===== config.mk =====
export PLATFORM = sky130hd
export DESIGN_NAME = mem_bus_arbiter
export DESIGN_NICKNAME = d
export VERILOG_FILES = /design/src/rtl/mem_bus_arbiter.sv
export SDC_FILE = /design/constraint.sdc
export NUM_CORES = 1
export LEC_CHECK = 0
export ABC_CLOCK_PERIOD_IN_PS = 1700
export BUFFER_PORTS_ARGS = -buffer_cell sky130_fd_sc_hd__buf_2
export CAP_MARGIN = 30
export CORE_AREA = 2 2 157 159
export CTS_CLUSTER_SIZE = 16
export DETAILED_ROUTE_END_ITERATION = 8
export DIE_AREA = 0 0 159 161
export GPL_ROUTABILITY_DRIVEN = 1
export HOLD_SLACK_MARGIN = 0.02
export PLACE_DENSITY = 0.7
export SYNTH_ARGS = -nofsm -noshare
export SYNTH_HDL_FRONTEND = slang
export SYNTH_SLANG_ARGS = --single-unit

===== constraint.sdc =====
create_clock -name iCLK -period 1.7 [get_ports iCLK]
set_input_delay 0 -clock iCLK [delete_from_list [all_inputs] [get_ports iCLK]]
set_output_delay 0 -clock iCLK [all_outputs]
set_load 0.02 [all_outputs]

===== src/rtl/mem_bus_arbiter.sv =====
// -----------------------------------------------------------------------------
// mem_bus_arbiter
//
// Lets the CPU instruction bus (I) and data bus (D) share one memory port, for
// a processor running against a unified instruction/data memory. One
// transaction is in flight at a time. The data side normally wins, but the
// instruction side cannot be starved for more than MAX_STREAK consecutive D
// grants.
//
// Parameters:
//   READ_LAT   memory read latency (1..7), counted from the issue clock edge
//              to iMReadData being valid
//   MAX_STREAK maximum consecutive D grants while I is waiting (1..15)
//
// Ports:
//   iCLK, iRST              clock (rising edge), async active-low reset
//   iIReq .. iIWriteData    instruction-side request and payload
//   oIReadData, oIReady     instruction-side read data register, done pulse
//   iDReq .. iDWriteData    data-side request and payload
//   oDReadData, oDReady     data-side read data register, done pulse
//   oMReadEnable/oMWriteEnable/oMByteEnable/oMAddress/oMWriteData
//                           memory command, valid in the ISSUE cycle
//   iMReadData              memory read data
//   oDGrantCount, oIGrantCount, oStallCycles
//                           performance counters (tied to 0 unless the macro
//                           MEMARB_PERF_COUNTERS_EN is defined)
//   oFsmState               current FSM state (debug view: 0 IDLE, 1 ISSUE,
//                           2 WAIT, 3 RESP)
//
// Handshake: a requester raises Req with its payload and holds both until
// its Ready pulses for one cycle. The payload is latched when the grant is
// made in IDLE, so later payload changes are ignored; dropping Req after the
// grant does not cancel the transaction. A Req still high in the IDLE cycle
// after Ready counts as a new request.
// -----------------------------------------------------------------------------
module mem_bus_arbiter #(
    parameter int READ_LAT   = 1,
    parameter int MAX_STREAK = 4
) (
    input  logic        iCLK,
    input  logic        iRST,
    input  logic        iIReq,
    input  logic        iIWrite,
    input  logic [3:0]  iIByteEnable,
    input  logic [31:0] iIAddress,
    input  logic [31:0] iIWriteData,
    output logic [31:0] oIReadData,
    output logic        oIReady,
    input  logic        iDReq,
    input  logic        iDWrite,
    input  logic [3:0]  iDByteEnable,
    input  logic [31:0] iDAddress,
    input  logic [31:0] iDWriteData,
    output logic [31:0] oDReadData,
    output logic        oDReady,
    output logic        oMReadEnable,
    output logic        oMWriteEnable,
    output logic [3:0]  oMByteEnable,
    output logic [31:0] oMAddress,
    output logic [31:0] oMWriteData,
    input  logic [31:0] iMReadData,
    output logic [31:0] oDGrantCount,
    output logic [31:0] oIGrantCount,
    output logic [31:0] oStallCycles,
    output logic [1:0]  oFsmState
);

    typedef enum logic [1:0] {
        IDLE  = 2'd0,
        ISSUE = 2'd1,
        WAIT  = 2'd2,
        RESP  = 2'd3
    } state_t;

    localparam logic [2:0] LAT_LOAD   = 3'(READ_LAT - 1);
    localparam logic [3:0] STREAK_MAX = 4'(MAX_STREAK);

    state_t      state, state_nxt;
    logic        sel_d_q;      // 1: current transaction belongs to D
    logic        wr_q;
    logic [3:0]  be_q;
    logic [31:0] addr_q;
    logic [31:0] wd_q;
    logic [2:0]  lat_q;
    logic [3:0]  streak_q;
    logic [31:0] ird_q;
    logic [31:0] drd_q;

    logic any_req;
    logic take;                // a grant is made at the end of this cycle
    logic grant_d;             // winner if a grant is made
    logic done;                // the granted side's Ready is high this cycle

    assign any_req = iIReq | iDReq;
    assign take    = (state == IDLE) && any_req;
    // I only wins a contested grant once D has used up its streak allowance.
    assign grant_d = iDReq && !(iIReq && (streak_q == STREAK_MAX));

    // ---------------------------------------------------------------- FSM
    always_ff @(posedge iCLK or negedge iRST) begin
        if (!iRST) begin
            state <= IDLE;
        end else begin
            state <= state_nxt;
        end
    end

    always_comb begin
        state_nxt = state;
        case (state)
            IDLE:    if (any_req) state_nxt = ISSUE;
            ISSUE:   state_nxt = wr_q ? IDLE : WAIT;
            WAIT:    if (lat_q == 3'd0) state_nxt = RESP;
            RESP:    state_nxt = IDLE;
            default: state_nxt = IDLE;
        endcase
    end

    // Outputs are decoded from the state and the latched request so that
    // nothing leaks onto the memory port while the arbiter is idle.
    always_comb begin
        oMReadEnable  = 1'b0;
        oMWriteEnable = 1'b0;
        oMByteEnable  = 4'd0;
        oMAddress     = 32'd0;
        oMWriteData   = 32'd0;
        done          = 1'b0;
        case (state)
            ISSUE: begin
                oMReadEnable  = !wr_q;
                oMWriteEnable = wr_q;
                oMByteEnable  = be_q;
                oMAddress     = addr_q;
                oMWriteData   = wd_q;
                done          = wr_q;
            end
            WAIT: begin
                oMAddress = addr_q;
            end
            RESP: begin
                oMAddress = addr_q;
                done      = 1'b1;
            end
            default: begin
            end
        endcase
    end

    assign oIReady    = done && !sel_d_q;
    assign oDReady    = done && sel_d_q;
    assign oIReadData = ird_q;
    assign oDReadData = drd_q;
    assign oFsmState  = state;

    // ------------------------------------------------- request latch, streak
    always_ff @(posedge iCLK or negedge iRST) begin
        if (!iRST) begin
            sel_d_q  <= 1'b0;
            wr_q     <= 1'b0;
            be_q     <= 4'd0;
            addr_q   <= 32'd0;
            wd_q     <= 32'd0;
            streak_q <= 4'd0;
        end else if (take) begin
            sel_d_q <= grant_d;
            wr_q    <= grant_d ? iDWrite      : iIWrite;
            be_q    <= grant_d ? iDByteEnable : iIByteEnable;
            addr_q  <= grant_d ? iDAddress    : iIAddress;
            wd_q    <= grant_d ? iDWriteData  : iIWriteData;
            // The streak only counts D grants that made a waiting I wait.
            if (grant_d && iIReq) begin
                if (streak_q != STREAK_MAX) streak_q <= streak_q + 4'd1;
            end else begin
                streak_q <= 4'd0;
            end
        end
    end

    // ------------------------------------------- read latency, read capture
    always_ff @(posedge iCLK or negedge iRST) begin
        if (!iRST) begin
            lat_q <= 3'd0;
            ird_q <= 32'd0;
            drd_q <= 32'd0;
        end else begin
            if (state == ISSUE) begin
                lat_q <= LAT_LOAD;
            end else if (state == WAIT) begin
                if (lat_q == 3'd0) begin
                    if (sel_d_q) drd_q <= iMReadData;
                    else         ird_q <= iMReadData;
                end else begin
                    lat_q <= lat_q - 3'd1;
                end
            end
        end
    end

    // ------------------------------------------------ performance counters
`ifdef MEMARB_PERF_COUNTERS_EN
    logic [31:0] dg_q, ig_q, stall_q;

    always_ff @(posedge iCLK or negedge iRST) begin
        if (!iRST) begin
            dg_q    <= 32'd0;
            ig_q    <= 32'd0;
            stall_q <= 32'd0;
        end else begin
            if (take && grant_d)  dg_q <= dg_q + 32'd1;
            if (take && !grant_d) ig_q <= ig_q + 32'd1;
            // A stall is any cycle where someone is asking and nobody finishes.
            if (any_req && !done) stall_q <= stall_q + 32'd1;
        end
    end

    assign oDGrantCount = dg_q;
    assign oIGrantCount = ig_q;
    assign oStallCycles = stall_q;
`else
    assign oDGrantCount = 32'd0;
    assign oIGrantCount = 32'd0;
    assign oStallCycles = 32'd0;
`endif

endmodule

== Word-level counts from Yosys, hierarchy flattened ==
Index checks and enable logic that the tools add are counted.
Operators by class
  add/subtract/negate cells: 2
  equal/unequal tests: 9
  muxes and demuxes: 19
  bitwise gates (word level): 3
  reductions and logical operators: 18
Operators by type and width (count)
  $mux 32: 4
  $mux 4: 4
  $mux 3: 3
  $pmux 2 s4: 1
  $reduce_and 4->1: 2
  $logic_and 1x1->1: 6
  $mux 2: 3
  $reduce_and 2->1: 3
  $add 4x1->4 const B: 1
  $eq 2x2->1 const B: 2
  $eq 4x3->1 const B: 1
  $ne 2x1->1 const B: 2
  $ne 2x2->1 const B: 2
  $ne 4x3->1 const B: 1
  $logic_not 1->1: 3
  $logic_not 3->1: 1
  $mux 1: 3
  $reduce_or 3->1: 1
  $sub 3x1->3 const B: 1
  $eq 2x1->1 const B: 1
  $logic_not 2->1: 1
  $not 1->1: 2
  $pmux 1 s2: 1
  $reduce_bool 2->1: 1
  $or 1x1->1: 1
Word-level totals
  bits in registers: 143
  input port bits: 174

== Logic depth before layout (Yosys ltp) ==
Gate-level depths: netlist of the first run.
  depth in word-level cells: 7
  depth in mapped cells: 7
  gate-level depth less buffers: 6

== Worst setup path before layout of the first run ==
OpenSTA, ideal clock, no wires.
  path type: register to register
  start: reg with a tool-made name
  end: reg ird_q[10] (netlist: oIReadData[10])
  library setup time: 127 ps
  arrival: 1810 ps
  required time: 1573 ps
  setup slack: -237 ps
  cell stages (with the launch flop): 6
  buffers on the path: 1
  cell sequence: dfrtp_1 > inv_1 > ha_1 > nor4b_4 > buf_6 > mux2_1
RTL lines
  to (signal assigned): line 191  | else ird_q <= iMReadData;
  to (decl): line 86  | logic [31:0] ird_q;

== Worst setup path after layout of the first run ==
  start: reg lat_q[1]
  end: reg drd_q[14] (netlist: oDReadData[14])
On the way
  longest elaborated chain between the ends: 2
RTL lines
  from (decl): line 84  | logic [2:0] lat_q;
  from (signal assigned): line 193  | lat_q <= lat_q - 3'd1;
  $logic_not 3->1: line 189  | if (lat_q == 3'd0) begin
  $reduce_and 4->1 (no line)
  to (signal assigned): line 190  | if (sel_d_q) drd_q <= iMReadData;
  to (decl): line 87  | logic [31:0] drd_q;
Every way passes these cells.
A chain may end at the register's enable or synchronous reset.

==> results of run 1 <==
through the flow:
stage          hold WS [ns]  instance area, um2  worst slack (ns)
3_3_place_gp        -0.0731                9390            -0.132
5_1_grt              0.0459               13000            -0.198
4_1_cts              0.0513               12200            -0.106
3_5_place_dp        -0.0736                9390            -0.163
6_report             0.0434               13000            -0.170
2_1_floorplan        -0.296                8010            -0.133
where the power goes:
part	leakage, nW	switching (mW)	internal [mW]
Combinational	4.31	7.06	6.39
Sequential	1.73	1.06	5.08
Clock	0.264	1.69	1.92
Total	6.31	9.80	13.4
final cells by class:
cell class	instances	area, um2
Fill cell	1937	11000
Timing Repair Buffer	541	4440
Multi-Input combinational cell	550	3980
Sequential cell	143	3580
Clock buffer	18	429
Tap cell	324	405
Clock inverter	14	123
Inverter	9	36.3
kinds of logic (layout without fill, tap and decap cells):
| logic type | Yosys count | after routing | share of synthesized area |
|---|---|---|---|
| AOI/OAI and AO/OA | 84 | 84 | 0.0836 |
| other | 1 | 96 | 0.000491 |
| muxes | 67 | 67 | 0.0986 |
| DFF | 143 | 143 | 0.469 |
| buffers and inverters | 165 | 582 | 0.135 |
| and+or+nand+nor | 294 | 294 | 0.199 |
| adders and majority gates | 9 | 9 | 0.0147 |
synth_stat cells, drive strengths merged:
master     n
nor2b     36
mux2      66
clkbuf    39
and3       1
o22ai      2
dfrtp    143
nand2b     1
a22o       2
nand3      1
nand2    138
and2      38
nor2       4
a32o       1
inv        9
o211ai    69
a31o       1
o32a       1
o21ai      3
conb       1
mux2i      1
nor3b      1
a41o       1
o21a       2
a2bb2oi    2
nor3       1
nand4b     2
buf      117
ha         9
nand4     70
nor4b      1
state kept, by name (all words and copies together), names as in the netlist, named ones only:
name        cells
oIReadData     32
streak_q        4
addr_q         32
sel_d_q         1
oFsmState       1
be_q            4
oDReadData     32
lat_q           3
wr_q            1
wd_q           32
per-layer routing:
metal / GRT usage / part of all wire / vias to the layer above
li1: - / - / 3451
met2: 0.371 / 0.49 / 502
met3: 0.0514 / 0.073 / 78
met5: 0 / 0 / -
met1: 0.264 / 0.40 / 3809
met4: 0.0860 / 0.032 / 0
worst paths after layout:
check                                startpoint                    endpoint  slack [ns]
setup / recovery           lat_q[1]$_DFFE_PN0P_  oDReadData[14]$_DFFE_PN0P_       -0.17
hold / removal                             iRST  oDReadData[22]$_DFFE_PN0P_        0.04
setup reg to reg           lat_q[1]$_DFFE_PN0P_  oDReadData[14]$_DFFE_PN0P_       -0.17
hold reg to reg            wd_q[19]$_DFFE_PN0P_        wd_q[19]$_DFFE_PN0P_        0.49
max in group asynchronous                  iRST      addr_q[22]$_DFFE_PN0P_        1.02
min in group iCLK                iMReadData[31]  oIReadData[31]$_DFFE_PN0P_        0.38
timing repair:
action	CTS	global route
hold buffers	173	0
pin swaps	2	6
buffers inserted	12	8
endpoints found under the setup margin	136	173
gates resized for setup	91	193
endpoints found under the hold margin	277	0
gates cloned	5	7
critical path, cell delays in order, from the launching register on:
cell and delay, ns:
dfrtp_1 0.36, inv_2 0.06, ha_4 0.16, ha_4 0.15
buf_4 0.13, buf_6 0.11, nand4b_1 0.11, buf_6 0.18
clkbuf_16 0.19, mux2_4 0.31
==> results.yml, run 1 <==
sta:
  fin_crit_ns: 1.87
  timing.final.ws_setup_ns: -0.170
  hold_viol: 0
  fmax_ghz: 0.535
  setup_tns_ns: -8.22
  finClkSkew_ns: 0.0175
  tightest_slew_ns: 0.589
  setup_violations: 85
  period_share: 1.10
  slew_headroom: 0.608
  drv_slew: 0
  rsz0062_at_grt: "true"
floorplanning:
  die_h_um: 161
  coreArea_mm2: 0.0240
  io_pins: 408
  die-area_mm2: 0.0256
  start_util: 0.319
  row_count: 57
  die_x_um: 159
run:
  drv_cap: 0
route:
  wire_per_inst_um: 19.1
  num_vias: 7840
  detail_route.iter0.violations: 718
  vias_per_cell: 4.90
  ant_nets: 0
  drt_pass1_iterations: 5
  drt-total-wl_mm: 30.5
  drc: 0
place:
  place_inst: 1368
  io_buffers: 311
  dp_hpwl_mm: 16.0
  gp_congestion: 0.793
critical_path:
  r2r_cells: 9
  crit_fanout: 8
  critPathRequiredTime_ns: 1.99
  crit_type: "reg -> reg"
  crit_arrival_ns: 2.16
  cp-start-kind: "flop"
  cp-end-kind: "flop"
clock_tree:
  cts_tree: "done"
  clock_path_buffers: 2
  cts_root_buf: "clkbuf_16"
  htreeDepth: 4
  path_clk_slew_ns: 0.06
  clock_latency_ns: 0.42
  cts.sinks: 143
  numCtsBuffers: 17
status:
  status: "finished, violations left"
  violations: "setup timing"
final_layout:
  fin_nets: 1445
  final_common_cell: "buf_2"
  insertedDiodeCount: 0
  drive_gt1_frac: 0.422
  layout_common_cells: "buf_2, dlygate4sd3_1, dfrtp_1"
  fin_cells: 1599
  final_core_util: 0.542
  areaGrowthSynthToFinish_pct: 70.1
synth:
  ys_ff_latch: 143
  synth_top_area_frac: 0.469
  synth_top_cell_by_area: "dfrtp_1"
  syn_avg_cell_area_um2: 10.0
  ys_warn_count: 0
  synthesis.area_mm2: 0.00764
  synthTopCellsByArea: "dfrtp_1, buf_4, nand2_1"
  seq_area_frac_synth: 0.469
  syn_inst: 763
  ys_types: 37
global_routing:
  antenna_found_initial: 0
  grt_max_degree: 54
  grt_use_total: 0.216
  grt_pass1_vias: 8015
  overflow: 0
  grt_first_pass_wirelength_mm: 44.2
worst_hold_path:
  hp-class: "in -> async"
power:
  total_power_mw: 23.2
  peakVddDrop_mv: 0.846
  p_leak_nw: 6.31
  p_per_area_mw_per_mm2: 1790
Power figures use the tool's default switching activity.
==> run 2, diff against run 1 <==
--- a/config.mk
+++ b/config.mk
@@ -15,6 +15,7 @@
 export GPL_ROUTABILITY_DRIVEN = 1
 export HOLD_SLACK_MARGIN = 0.02
 export PLACE_DENSITY = 0.7
+export SKIP_CTS_REPAIR_TIMING = 1
 export SYNTH_ARGS = -nofsm -noshare
 export SYNTH_HDL_FRONTEND = slang
 export SYNTH_SLANG_ARGS = --single-unit
==> run 2 against run 1 <==
The flow still finishes with violations (setup timing). Cell count is 1.0% lower. Clock power barely moved. Clock skew is 0.0014 ns higher. Sequential share of layout area up 2.0 points. First-iteration DRC count fell by 3.3%. Die area unchanged. Setup slack better by 0.073 ns. Maximum frequency grew 4.1%. Utilization is 3.7 points lower. Via count down 3.9%. Critical path depth fell by 1. Critical path type unchanged. Critical endpoint is now oIReadData[27]$_DFFE_PN0P_. Largest power group unchanged.
==> results.yml, run 2 (same netlist as run 1, synthesis figures left out) <==
route:
  drc: 0
  drt-total-wl_mm: 27.7
  vias_per_cell: 4.76
  detail_route.iter0.violations: 694
  ant_nets: 0
  drt_pass1_iterations: 6
  wire_per_inst_um: 17.5
  num_vias: 7537
clock_tree:
  cts_root_buf: "clkbuf_16"
  htreeDepth: 4
  clock_latency_ns: 0.42
  clock_path_buffers: 2
  cts.sinks: 143
  path_clk_slew_ns: 0.06
  numCtsBuffers: 17
  cts_tree: "done"
critical_path:
  crit_fanout: 8
  crit_type: "reg -> reg"
  crit_arrival_ns: 2.09
  cp-end-kind: "flop"
  r2r-end: "oIReadData[27]$_DFFE_PN0P_"
  r2r-start: "lat_q[0]$_DFFE_PN0P_"
  cp-start-kind: "flop"
  r2r_cells: 8
  reg2reg_slack_ns: -0.1
  critPathRequiredTime_ns: 1.99
final_layout:
  final_area_mm2: 0.0121
  layout_common_cells: "buf_2, dlygate4sd3_1, dfrtp_1"
  areaGrowthSynthToFinish_pct: 58.3
  final_common_cell: "buf_2"
  insertedDiodeCount: 0
  drive_gt1_frac: 0.371
  fin_nets: 1429
  final_core_util: 0.505
  fin_cells: 1583
global_routing:
  grt_first_pass_wirelength_mm: 34.8
  antenna_found_initial: 0
  overflow: 0
  grt_pass1_vias: 6532
  grt_use_total: 0.171
  grt_max_degree: 54
power:
  power_frac_seq: 0.291
  p_leak_nw: 5.81
  p_clk_frac: 0.174
  p_per_area_mw_per_mm2: 1710
  power_frac_comb: 0.536
  switching_power_mw: 8.95
  switching_share: 0.433
  p_int_mw: 11.7
  peakVddDrop_mv: 0.729
sta:
  finClkSkew_ns: 0.0189
  drv_slew: 0
  setup_tns_ns: -3.30
  slew_headroom: 0.617
  holdWs_ns: 0.0478
  hold_viol: 0
  fin_crit_ns: 1.80
  fmax_ghz: 0.556
  rsz0062_at_grt: "true"
  tightest_slew_ns: 0.574
  setup_violations: 78
  period_share: 1.06
  timing.final.ws_setup_ns: -0.0970
floorplanning:
  coreArea_mm2: 0.0240
  die_x_um: 159
  die-area_mm2: 0.0256
  start_util: 0.319
  die_h_um: 161
  row_count: 57
  io_pins: 408
worst_hold_path:
  hp-class: "in -> async"
status:
  violations: "setup timing"
  status: "finished, violations left"
run:
  drv_cap: 0
place:
  io_buffers: 311
  placed_area_mm2: 0.00939
  gp_congestion: 0.793
  place_inst: 1368
  dp_hpwl_mm: 16.0
-- run 2: cell types whose count changed in the layout (fill, tap and decap cells not counted), moves of 10 or more --
| cell | delta |
|---|---|
| buf_6 | -49 |
| mux2_4 | -39 |
| buf_2 | +33 |
| mux2_2 | +32 |
| nor2b_1 | +25 |
| and2_1 | +20 |
| and2_4 | -20 |
| nor2b_4 | -20 |
| buf_4 | +10 |
-- run 2: power groups by stage --
stage	Combinational [mW]	Clock (mW)	Sequential (mW)
after global placement	9.41	0	5.91
final	11.1	3.59	6.00
after global routing	11.9	3.85	6.20
after CTS	9.57	3.71	5.91
after detailed placement	9.56	0	5.98
after floorplan	5.33	0	6.78
-- run 2: how the worst max path moves through the flow --
| stage | start | endpoint | slack (ns) | cells after the start |
|---|---|---|---|---|
| 3_3_place_gp | lat_q[1]$_DFFE_PN0P_ | oIReadData[31]$_DFFE_PN0P_ | -0.13 | 7 |
| 2_1_floorplan | lat_q[1]$_DFFE_PN0P_ | oIReadData[10]$_DFFE_PN0P_ | -0.13 | 7 |
| 4_1_cts | flop | oDReady | -0.33 | 7 |
| 3_5_place_dp | lat_q[1]$_DFFE_PN0P_ | oIReadData[7]$_DFFE_PN0P_ | -0.16 | 7 |
| 6_report | lat_q[0]$_DFFE_PN0P_ | oIReadData[27]$_DFFE_PN0P_ | -0.1 | 8 |
| 5_1_grt | lat_q[1]$_DFFE_PN0P_ | oIReadData[25]$_DFFE_PN0P_ | -0.16 | 8 |
-- run 2: layer usage --
| metal | track usage | part of all wire | vias to the layer above | wire, um |
|---|---|---|---|---|
| li1 | - | - | 3416 | - |
| met1 | 0.221 | 0.42 | 3656 | 11500 |
| met2 | 0.289 | 0.50 | 415 | 13900 |
| met3 | 0.0393 | 0.061 | 50 | 1690 |
| met4 | 0.0446 | 0.023 | 0 | 628 |
| met5 | 0 | 0 | - | 0 |
-- run 2: area by class of cell --
class	count	area (um2)
clock buffer	18	429
clock inverter	14	123
fill	2068	11900
inverter	9	36.3
multi-input combinational	550	3590
sequential	143	3580
tap	324	405
timing repair buffer	525	3930
-- run 2: per-stage QoR --
step / total power, mW / setup WS [ns]
final: 20.6 / -0.0970
after global routing: 21.9 / -0.160
after CTS: 19.2 / -0.326
after detailed placement: 15.5 / -0.163
after global placement: 15.3 / -0.132
after floorplan: 12.1 / -0.133
-- run 2: worst max-delay path: stages, from the launching register on --
cell and delay, ns:
dfrtp_1 0.36, inv_1 0.10, ha_4 0.14, ha_4 0.12
inv_2 0.04, nor4b_4 0.22, buf_6 0.18, buf_8 0.16
mux2_1 0.35
==> run 3, diff against run 2 <==
--- a/config.mk
+++ b/config.mk
@@ -5,7 +5,7 @@
 export SDC_FILE = /design/constraint.sdc
 export NUM_CORES = 1
 export LEC_CHECK = 0
-export ABC_CLOCK_PERIOD_IN_PS = 1700
+export ABC_CLOCK_PERIOD_IN_PS = 1900
 export BUFFER_PORTS_ARGS = -buffer_cell sky130_fd_sc_hd__buf_2
 export CAP_MARGIN = 30
 export CORE_AREA = 2 2 157 159
@@ -14,7 +14,7 @@
 export DIE_AREA = 0 0 159 161
 export GPL_ROUTABILITY_DRIVEN = 1
 export HOLD_SLACK_MARGIN = 0.02
-export PLACE_DENSITY = 0.7
+export PLACE_DENSITY = 0.67
 export SKIP_CTS_REPAIR_TIMING = 1
 export SYNTH_ARGS = -nofsm -noshare
 export SYNTH_HDL_FRONTEND = slang
==> constraint.sdc (replaced) <==
create_clock -name iCLK -period 1.9 [get_ports iCLK]
set_input_delay 0 -clock iCLK [delete_from_list [all_inputs] [get_ports iCLK]]
set_output_delay 0 -clock iCLK [all_outputs]
set_load 0.02 [all_outputs]
==> run 3 against run 2 <==
Routed wire length down 1.8%. Critical endpoint is now oIReadData[2]$_DFFE_PN0P_. Largest power group unchanged. Highest routed layer unchanged. Clock power down 11%. Critical path depth down 2. The flow still finishes with violations (setup timing). Cell count down 0.25%.
==> results.yml, run 3 (same netlist as run 1, synthesis figures left out) <==
place:
  place_inst: 1363
  preCtsSetupSlack_ns: -0.0215
  dp_hpwl_mm: 16.4
  gp_congestion: 0.813
  io_buffers: 311
  placed_area_mm2: 0.00928
status:
  violations: "setup timing"
  status: "finished, violations left"
sta:
  rsz0062_at_grt: "true"
  drv_slew: 0
  hold_viol: 0
  fmax_ghz: 0.514
  setup_violations: 24
  timing.final.ws_setup_ns: -0.0457
  setup_tns_ns: -0.366
  period_share: 1.02
  finClkSkew_ns: 0.0130
  fin_crit_ns: 1.95
  tightest_slew_ns: 0.515
  holdWs_ns: 0.0437
  slew_headroom: 0.656
floorplanning:
  coreArea_mm2: 0.0240
  die_h_um: 161
  start_util: 0.319
  row_count: 57
  die-area_mm2: 0.0256
  die_x_um: 159
  io_pins: 408
route:
  wire_per_inst_um: 17.2
  detail_route.iter0.violations: 586
  drt_pass1_iterations: 5
  drt-total-wl_mm: 27.2
  ant_nets: 0
  vias_per_cell: 4.80
  num_vias: 7582
  drc: 0
global_routing:
  grt_max_degree: 50
  grt_use_total: 0.174
  overflow: 0
  grt_pass1_vias: 6380
  antenna_found_initial: 1
  grt_first_pass_wirelength_mm: 35.0
run:
  drv_cap: 0
critical_path:
  reg2reg_slack_ns: -0.05
  r2r-start: "oFsmState[0]$_DFFE_PN0P_"
  cp-end-kind: "flop"
  crit_type: "reg -> reg"
  crit_fanout: 8
  r2r_cells: 6
  cp-start-kind: "flop"
  crit_arrival_ns: 2.25
  critPathRequiredTime_ns: 2.20
  crit_path_start: "oFsmState[0]$_DFFE_PN0P_"
  r2r-end: "oIReadData[2]$_DFFE_PN0P_"
power:
  p_leak_nw: 5.72
  p_per_area_mw_per_mm2: 1510
  total_power_mw: 18.0
  peakVddDrop_mv: 0.774
clock_tree:
  clock_latency_ns: 0.42
  htreeDepth: 4
  cts_root_buf: "clkbuf_16"
  cts.sinks: 143
  path_clk_slew_ns: 0.07
  cts_tree: "done"
  clock_path_buffers: 2
  numCtsBuffers: 17
final_layout:
  nFillCells: 2080
  final_common_cell: "buf_2"
  areaGrowthSynthToFinish_pct: 55.3
  drive_gt1_frac: 0.358
  ff_latch_area_mm2: 0.00358
  fin_cells: 1579
  final_area_mm2: 0.0119
  final_core_util: 0.495
  multi_input_area_mm2: 0.00351
  layout_common_cells: "buf_2, dlygate4sd3_1, dfrtp_1"
  fin_nets: 1424
worst_hold_path:
  min_path_cells: 2
  hold_start: "iIReq"
  hp-class: "in -> reg"
  hold_end: "streak_q[2]$_DFFE_PN0P_"
run 3: worst max-delay path by stage:
stage / endpoint / cells after the start
2_1_floorplan: oIReadData[10]$_DFFE_PN0P_ / 7
3_3_place_gp: oIReadData[0]$_DFFE_PN0P_ / 7
3_5_place_dp: oIReadData[0]$_DFFE_PN0P_ / 7
4_1_cts: oDReady / 7
5_1_grt: oIReadData[2]$_DFFE_PN0P_ / 6
6_report: oIReadData[2]$_DFFE_PN0P_ / 6
run 3: per-layer routing:
layer	vias to the layer above	part of all wire	global-route usage
met5	-	0	0
met4	0	0.027	0.0537
met3	54	0.061	0.0470
met2	413	0.50	0.290
met1	3700	0.41	0.222
li1	3415	-	-
run 3: worst max-delay path: stages (launching register included):
cell and delay, ns:
dfrtp_2 0.45, ha_4 0.19, buf_6 0.12, nor4b_4 0.37, buf_6 0.19, buf_8 0.15, mux2_1 0.35
run 3: cell type report:
cell class,count,area share
clock inverter,14,0.0101
timing repair buffer,520,0.318
inverter,9,0.00306
antenna,1,0.000211
clock buffer,18,0.0362
multi-input combinational,550,0.296
sequential,143,0.302
tap,324,0.0342
run 3: where the power goes:
group          switching, mW  internal (mW)
clock network           1.49           1.72
logic                   5.55           3.84
registers              0.817           4.54
